===== src/rtl/cv32e40p_ex_wb_pipeline.sv =====
// EX/WB stage for the LSU write-back path: tracks one outstanding data access,
// writes load responses to the register file and flags LSU protocol errors.
module cv32e40p_ex_wb_pipeline #(
  parameter int unsigned TIMEOUT_CYCLES = 255
) (
  input  logic        clk,
  input  logic        rst,
  input  logic        ex_valid_i,
  input  logic        data_req_ex_i,
  input  logic        data_we_ex_i,
  input  logic        data_split_first_i,
  input  logic        regfile_we_ex_i,
  input  logic [5:0]  regfile_waddr_ex_i,
  input  logic        lsu_rvalid_i,
  input  logic [31:0] lsu_rdata_i,
  output logic        wb_ready_o,
  output logic        regfile_we_wb_o,
  output logic [5:0]  regfile_waddr_wb_o,
  output logic [31:0] regfile_wdata_wb_o,
  output logic        wb_busy_o,
  output logic        protocol_err_o
);

  localparam int unsigned AddrW = 6;
  localparam int unsigned DataW = 32;
  localparam int unsigned CntW  = 16;
  localparam logic [CntW-1:0] TimeoutVal = CntW'(TIMEOUT_CYCLES);

  typedef enum logic [1:0] {
    IDLE      = 2'd0,
    WAIT_LOAD = 2'd1,
    WAIT_NOWR = 2'd2
  } state_e;

  state_e            state_q, state_d;
  logic [AddrW-1:0]  pend_waddr_q, pend_waddr_d;
  logic [CntW-1:0]   cnt_q, cnt_d;
  logic              we_d;
  logic [AddrW-1:0]  waddr_d;
  logic [DataW-1:0]  wdata_d;
  logic              busy_d;
  logic              err_d;
  logic              accept;
  logic              is_load;

  // EX may hand over a new instruction whenever nothing is pending or the pending one completes now
  assign wb_ready_o = (state_q == IDLE) || lsu_rvalid_i;
  assign accept     = ex_valid_i && wb_ready_o;
  assign is_load    = regfile_we_ex_i && !data_we_ex_i && !data_split_first_i;

  always_ff @(posedge clk or posedge rst) begin
    if (rst) begin
      state_q            <= IDLE;
      pend_waddr_q       <= '0;
      cnt_q              <= '0;
      regfile_we_wb_o    <= 1'b0;
      regfile_waddr_wb_o <= '0;
      regfile_wdata_wb_o <= '0;
      wb_busy_o          <= 1'b0;
      protocol_err_o     <= 1'b0;
    end else begin
      state_q            <= state_d;
      pend_waddr_q       <= pend_waddr_d;
      cnt_q              <= cnt_d;
      regfile_we_wb_o    <= we_d;
      regfile_waddr_wb_o <= waddr_d;
      regfile_wdata_wb_o <= wdata_d;
      wb_busy_o          <= busy_d;
      protocol_err_o     <= err_d;
    end
  end

  always_comb begin
    state_d      = state_q;
    pend_waddr_d = pend_waddr_q;
    cnt_d        = cnt_q;
    we_d         = 1'b0;
    waddr_d      = regfile_waddr_wb_o;
    wdata_d      = regfile_wdata_wb_o;
    err_d        = protocol_err_o;

    case (state_q)
      IDLE: begin
        if (lsu_rvalid_i) err_d = 1'b1;
      end
      WAIT_LOAD, WAIT_NOWR: begin
        if (lsu_rvalid_i) begin
          if (state_q == WAIT_LOAD) begin
            we_d    = 1'b1;
            waddr_d = pend_waddr_q;
            wdata_d = lsu_rdata_i;
          end
          state_d = IDLE;
          cnt_d   = '0;
        end else if (cnt_q != TimeoutVal) begin
          // Saturate at the limit; the error is raised on the edge the limit is reached
          cnt_d = cnt_q + CntW'(1);
          if (cnt_d == TimeoutVal) err_d = 1'b1;
        end
      end
      default: begin
        state_d = IDLE;
        cnt_d   = '0;
      end
    endcase

    // A memory request accepted this cycle overrides the return to IDLE
    if (accept && data_req_ex_i) begin
      pend_waddr_d = regfile_waddr_ex_i;
      state_d      = is_load ? WAIT_LOAD : WAIT_NOWR;
      cnt_d        = '0;
    end

    busy_d = (state_d != IDLE);
  end

endmodule


===== config.mk =====
export PLATFORM = sky130hd
export DESIGN_NAME = cv32e40p_ex_wb_pipeline
export DESIGN_NICKNAME = d
export VERILOG_FILES = /design/src/rtl/cv32e40p_ex_wb_pipeline.sv
export SDC_FILE = /design/constraint.sdc
export NUM_CORES = 1
export LEC_CHECK = 0
export ABC_AREA = 1
export CELL_PAD_IN_SITES_DETAIL_PLACEMENT = 0
export CELL_PAD_IN_SITES_GLOBAL_PLACEMENT = 1
export CORE_AREA = 3 3 98 100
export CTS_BUF_LIST = sky130_fd_sc_hd__clkbuf_2
export DETAILED_ROUTE_END_ITERATION = 7
export DIE_AREA = 0 0 101 103
export PLACE_DENSITY = 0.81
export SETUP_SLACK_MARGIN = 0.1
export SLEW_MARGIN = 20
export SYNTH_ARGS = -nofsm -noshare
export SYNTH_HDL_FRONTEND = slang
export SYNTH_SLANG_ARGS = --single-unit

===== constraint.sdc =====
create_clock -name clk -period 2 [get_ports clk]
set_input_delay 0.2 -clock clk [delete_from_list [all_inputs] [get_ports clk]]
set_output_delay 0.2 -clock clk [all_outputs]
set_load 0.02 [all_outputs]

# After elaboration in Yosys (flattened, before gate mapping)
# Cells that the tools add are included.
[totals] word_cells=49 ff_bits=65 output_inout_bits=42
[op_classes] n_mux=16 n_eq_ne=10 n_reduce_logical=14 n_addsub=1
[ops] operator="two-way mux 16 bit" count=3
[ops] operator="one-hot mux 16 bit (2 select lines)" count=1
[ops] operator="adder 16 x 1 -> 16 bit, second input constant" count=1
[ops] operator="== test 16 x 8 -> 1 bit, second input constant" count=1
[ops] operator="inequality test 16 x 8 -> 1 bit, second input constant" count=1
[ops] operator="inequality test 2 bit, second input constant" count=4
[ops] operator="two-way mux 1 bit" count=7
[ops] operator="two-way mux 2 bit" count=3
[ops] operator="AND reduction 5 bit" count=1
[ops] operator="logical AND 1 bit" count=4
[ops] operator="inequality test 4 bit, second input constant" count=1
[ops] operator="one-hot mux 2 bit (2 select lines)" count=1
[ops] operator="nonzero test 2 bit" count=2
[ops] operator="AND reduction 3 bit" count=1
[ops] operator="== test 2 x 1 -> 1 bit, second input constant" count=1
[ops] operator="== test 2 bit, second input constant" count=1
[ops] operator="logical NOT 1 bit" count=2
[ops] operator="logical NOT 2 bit" count=1
[ops] operator="inequality test 2 x 1 -> 1 bit, second input constant" count=1
[ops] operator="one-hot mux 1 bit (2 select lines)" count=1
[ops] operator="AND reduction 2 bit" count=1
[ops] operator="OR reduction 2 bit" count=1
[ops] operator="logical OR 1 bit" count=1

# Longest topological paths before layout
[depth] depth_word=6 ltp_mapped=11

# Least setup slack after synthesis
# No wires, ideal clock.
[synth_path] path_type="register to register" from="register state_q[0]" to="register cnt_q[3]" required_time_ns=1.881 path_stages_with_launch=12 t_arrival_ns=1.585 slack_ns=0.296 path_buffers=1 period_less_slack_ns=1.704 cell_sequence="dfrtp_1 > inv_1 > ha_1 > inv_2 > nand2_1 > nand3_1 > inv_2 > nor2_2 > nand2_4 > buf_6 > nand3_1 > o21ai_2"
[synth_between] elab_chain_cells=6 word_cells_on_any_way=12 cone_classes="4 x eq/ne; 2 x mux; 6 x reduce/logical"
[synth_rtl] item="from (decl)" line="35" rtl="state_e state_q, state_d;"
[synth_rtl] item="from (signal assigned)" line="62" rtl="state_q <= state_d;"
[synth_rtl] item="logical NOT 2 bit (*)" line="47" rtl="assign wb_ready_o = (state_q == IDLE) || lsu_rvalid_i;"
[synth_rtl] item="logical OR 1 bit (*)" line="47"
[synth_rtl] item="via wb_ready_o" line="16" rtl="output logic wb_ready_o,"
[synth_rtl] item="logical AND 1 bit (*)" line="48" rtl="assign accept = ex_valid_i && wb_ready_o;"
[synth_rtl] item="logical AND 1 bit (*)" line="108" rtl="if (accept && data_req_ex_i) begin"
[synth_rtl] item="inequality test 4 bit (no source line) / inequality test 2 x 1 -> 1 bit (equally long branches)"
[synth_rtl] item="AND reduction 2 bit (no source line)"
[synth_rtl] item="to (signal assigned)" line="64" rtl="cnt_q <= cnt_d;"
[synth_rtl] item="to (decl)" line="37" rtl="logic [CntW-1:0] cnt_q, cnt_d;"
# The timed path passes the listed nets; every way through them passes the cells marked *.
# A chain may end at the register's enable or synchronous reset.

# Worst setup path after layout
[layout_path] from="register state_q[0]" to="register cnt_q[0]"
[layout_between] elab_chain_cells=6 word_cells_on_any_way=12 cone_classes="4 x eq/ne; 2 x mux; 6 x reduce/logical"
[layout_rtl] item="logical NOT 2 bit" line="47, 82"
[layout_rtl] item="logical OR 1 bit" line="47"
[layout_rtl] item="logical AND 1 bit" line="48"
[layout_rtl] item="logical AND 1 bit" line="108"
[layout_rtl] item="inequality test 4 bit (no source line) / inequality test 2 x 1 -> 1 bit (equally long branches)"
[layout_rtl] item="AND reduction 2 bit (no source line)"
# Several ways; a longest one is shown, not always the timed one.

==> results.sh <==
export IMPL_outcome="complete, no violations"
export IMPL_hold_depth=3
export IMPL_postPlaceCellArea_um2=4070
export IMPL_route_vias_total=2692
export IMPL_core_area_um2=8760
export IMPL_worst_pin_slew_ns=0.387
export IMPL_port_buffers=87
export IMPL_r2r_cells=8
export IMPL_routed_wl_mm=7.80
export IMPL_setup_viol=0
export IMPL_fin_setup_tns_ns=0
export IMPL_whs_ns=0.211
export IMPL_area_growth_syn_to_layout_pct=37.6
export IMPL_cts_clk_slew_worst_paths_ns=0.21
export IMPL_cts_root_buf="clkbuf_2"
export IMPL_finalInstanceArea_um2=4210
export IMPL_synth_ff_latch_count=65
export IMPL_grt_usage_pct=15.5
export IMPL_p_sw_share_pct=38.6
export IMPL_clock_sinks=65
export IMPL_r2r_start="state_q[0]$_DFF_PP0_"
export IMPL_crit_type="reg -> reg"
export IMPL_pwr_share_clk_pct=16.9
export IMPL_grt_pass1_wl_mm=12.6
export IMPL_worstPathMaxFanout=26
export IMPL_timing_rr_end="cnt_q[0]$_DFFE_PP0P_"
export IMPL_grt_max_degree=36
export IMPL_rsz0062_at_grt="true"
export IMPL_end_kind="flop"
export IMPL_die_w_um=101
export IMPL_fill_cells=870
export IMPL_ys_seq_area_share_pct=53.2
export IMPL_hpwl_mm=5.81
export IMPL_drc=0
export IMPL_initial_utilization_pct=34.9
export IMPL_min_period_over_period_pct=86.8
export IMPL_layout_drive_gt1_share_pct=10.4
export IMPL_final_cell_mix="169 x nand2_1, 86 x clkdlybuf4s50_1, 65 x dfrtp_1"
export IMPL_synth_area_leaders="dfrtp_1 53%, nand2_1 21%, nand3_1 4.3%"
export IMPL_cts_buffers=9
export IMPL_yosysUniqueCellTypes=24
export IMPL_leakage_uw=0.00200
export IMPL_cts_tree="yes"
export IMPL_syn_inst=382
export IMPL_p_int_uw=2850
export IMPL_peakVddDrop_uv=765
export IMPL_p_sw_uw=1790
export IMPL_worst_setup_path_start_kind="flop"
export IMPL_die_area_um2=10400
export IMPL_cts_htree_levels=3
export IMPL_antenna_found_initial=0
export IMPL_first_pass_iters=4
export IMPL_grt_overflow_total=0
export IMPL_grt_pass1_vias=2619
export IMPL_rows=34
export IMPL_ios=88
export IMPL_drtIter0Drc=126
export IMPL_slew_headroom_pct=73.9
export IMPL_synth_top_area_share_pct=53.2
export IMPL_fin_nets=528
export IMPL_max_freq_mhz=576
export IMPL_die_h_um=103
export IMPL_antenna_left=0
export IMPL_p_per_area_nw_per_um2=1100
export IMPL_layout_commonest_cell="nand2_1"
export IMPL_ys_warn_count=0
export IMPL_antenna_cells=0
export IMPL_required_ns=2.39
export IMPL_skew_ns=0.0251
export IMPL_syn_area_per_cell_um2=8.00
export IMPL_pwr_share_comb_pct=42.4
export IMPL_seqPwrFrac_pct=40.8
export IMPL_finalMaxSlewViolations=0
export IMPL_cap_viol_max_count=0
export IMPL_wl_per_cell_um=13.2
export IMPL_cts_buffer_depth=2
export IMPL_synth_fp_nets=433
export IMPL_vias_per_cell=4.56
export IMPL_worst_ep_arrival_time_ns=2.12
export IMPL_min_to="regfile_wdata_wb_o[20]$_DFFE_PP0P_"
export IMPL_finalHoldViolCount=0
export IMPL_reg2reg_slack_ns=0.26
export IMPL_syn_area_um2=3060
export IMPL_synth_top_cell_by_area="dfrtp_1"
export IMPL_hp_start="lsu_rdata_i[20]"
export IMPL_clkLatencyLatePin_ns=0.48
export IMPL_period_needed_ns=1.74
export IMPL_gp_congestion=0.817
export IMPL_hold_class="in -> reg"
[cell usage after synthesis]
library cell,instances
nor2_1,21
buf_6,2
nand3_1,26
ha_1,5
nand4_1,7
clkinv_1,1
a21oi_1,2
nor2_2,6
nand3_2,1
nor3_1,2
o21ai_0,14
o21ai_2,12
dfrtp_1,65
nand2_1,169
o22ai_1,1
clkbuf_1,8
xnor2_1,1
nand2_4,1
inv_2,4
nor4_1,1
buf_2,1
o21ai_1,2
inv_1,28
nand2_2,2
[power by group through the flow]
stage | sequential, µW | combinational, µW | clock, µW
floorplan | 2290 | 653 | 0
global route | 1940 | 2130 | 897
CTS | 1890 | 1960 | 823
finish | 1890 | 1960 | 781
global placement | 1900 | 1940 | 0
detailed placement | 1910 | 1960 | 0
[logic make-up (layout without fill, tap and decap cells)]
logic type | count (synthesis) | after routing | synth area share (%)
compound gates | 31 | 31 | 6.59
xor+xnor | 1 | 1 | 0.287
fa+ha+maj | 5 | 5 | 2.05
buf+inv | 44 | 144 | 5.94
flops | 65 | 65 | 53.2
simple gates | 236 | 236 | 31.9
[layer usage]
layer | track usage, % | part of all wire, %
met1 | 20.5 | 45
met2 | 25.1 | 50
met3 | 4.40 | 4.7
met4 | 4.19 | 0.77
met5 | 0 | 0
[critical path: stages (launching register included)]
cell,delay [ns]
dfrtp_1,0.41
inv_1,0.06
ha_1,0.34
a21oi_1,0.32
nor2_4,0.10
nand2_8,0.20
inv_2,0.07
nor2_1,0.09
a21oi_1,0.05
[state kept, by name, indices dropped and copies added (netlist names)]
name,flops
wb_busy_o,1
cnt_q,16
pend_waddr_q,6
regfile_waddr_wb_o,6
regfile_wdata_wb_o,32
state_q,2
protocol_err_o,1
regfile_we_wb_o,1
[stage by stage]
step / utilization (%) / cells / setup WS, ns / power [µW]
after floorplan: - / 382 / 0.174 / 2950
after global placement: 46.4 / 573 / 0.249 / 3840
after detailed placement: 46.4 / 573 / 0.221 / 3870
after CTS: 47.9 / 590 / 0.139 / 4670
after global routing: 48.0 / 590 / 0.0862 / 4960
final: 48.0 / 590 / 0.263 / 4630
[layout make-up]
class	instances	area (µm²)	share of cell area, %
clock buffer	9	45.0	1.07
inverter	33	124	2.95
clock inverter	7	70.1	1.67
multi-input combinational	273	1260	30.0
tap	108	135	3.21
sequential	65	1630	38.7
timing repair buffer	95	943	22.4
[what timing repair did]
action	4_1_cts	5_1_grt
endpoints found under the setup margin	1	17
hold buffers	1	0
setup buffers	0	0
gates resized for setup	3	4
hold endpoints to repair	14	0
[how the worst max path moves through the flow]
| stage | from | endpoint | slack (ns) | cells after the start |
|---|---|---|---|---|
| after floorplan | rst | cnt_q[0]$_DFFE_PP0P_ | 0.17 | 1 |
| after global placement | lsu_rvalid_i | cnt_q[0]$_DFFE_PP0P_ | 0.25 | 10 |
| after detailed placement | lsu_rvalid_i | cnt_q[1]$_DFFE_PP0P_ | 0.22 | 10 |
| after CTS | state_q[1]$_DFF_PP0_ | wb_ready_o | 0.14 | 5 |
| after global routing | state_q[0]$_DFF_PP0_ | cnt_q[0]$_DFFE_PP0P_ | 0.09 | 11 |
| final | state_q[0]$_DFF_PP0_ | cnt_q[0]$_DFFE_PP0P_ | 0.26 | 8 |
Note: power is estimated with default switching activity, not from simulation.
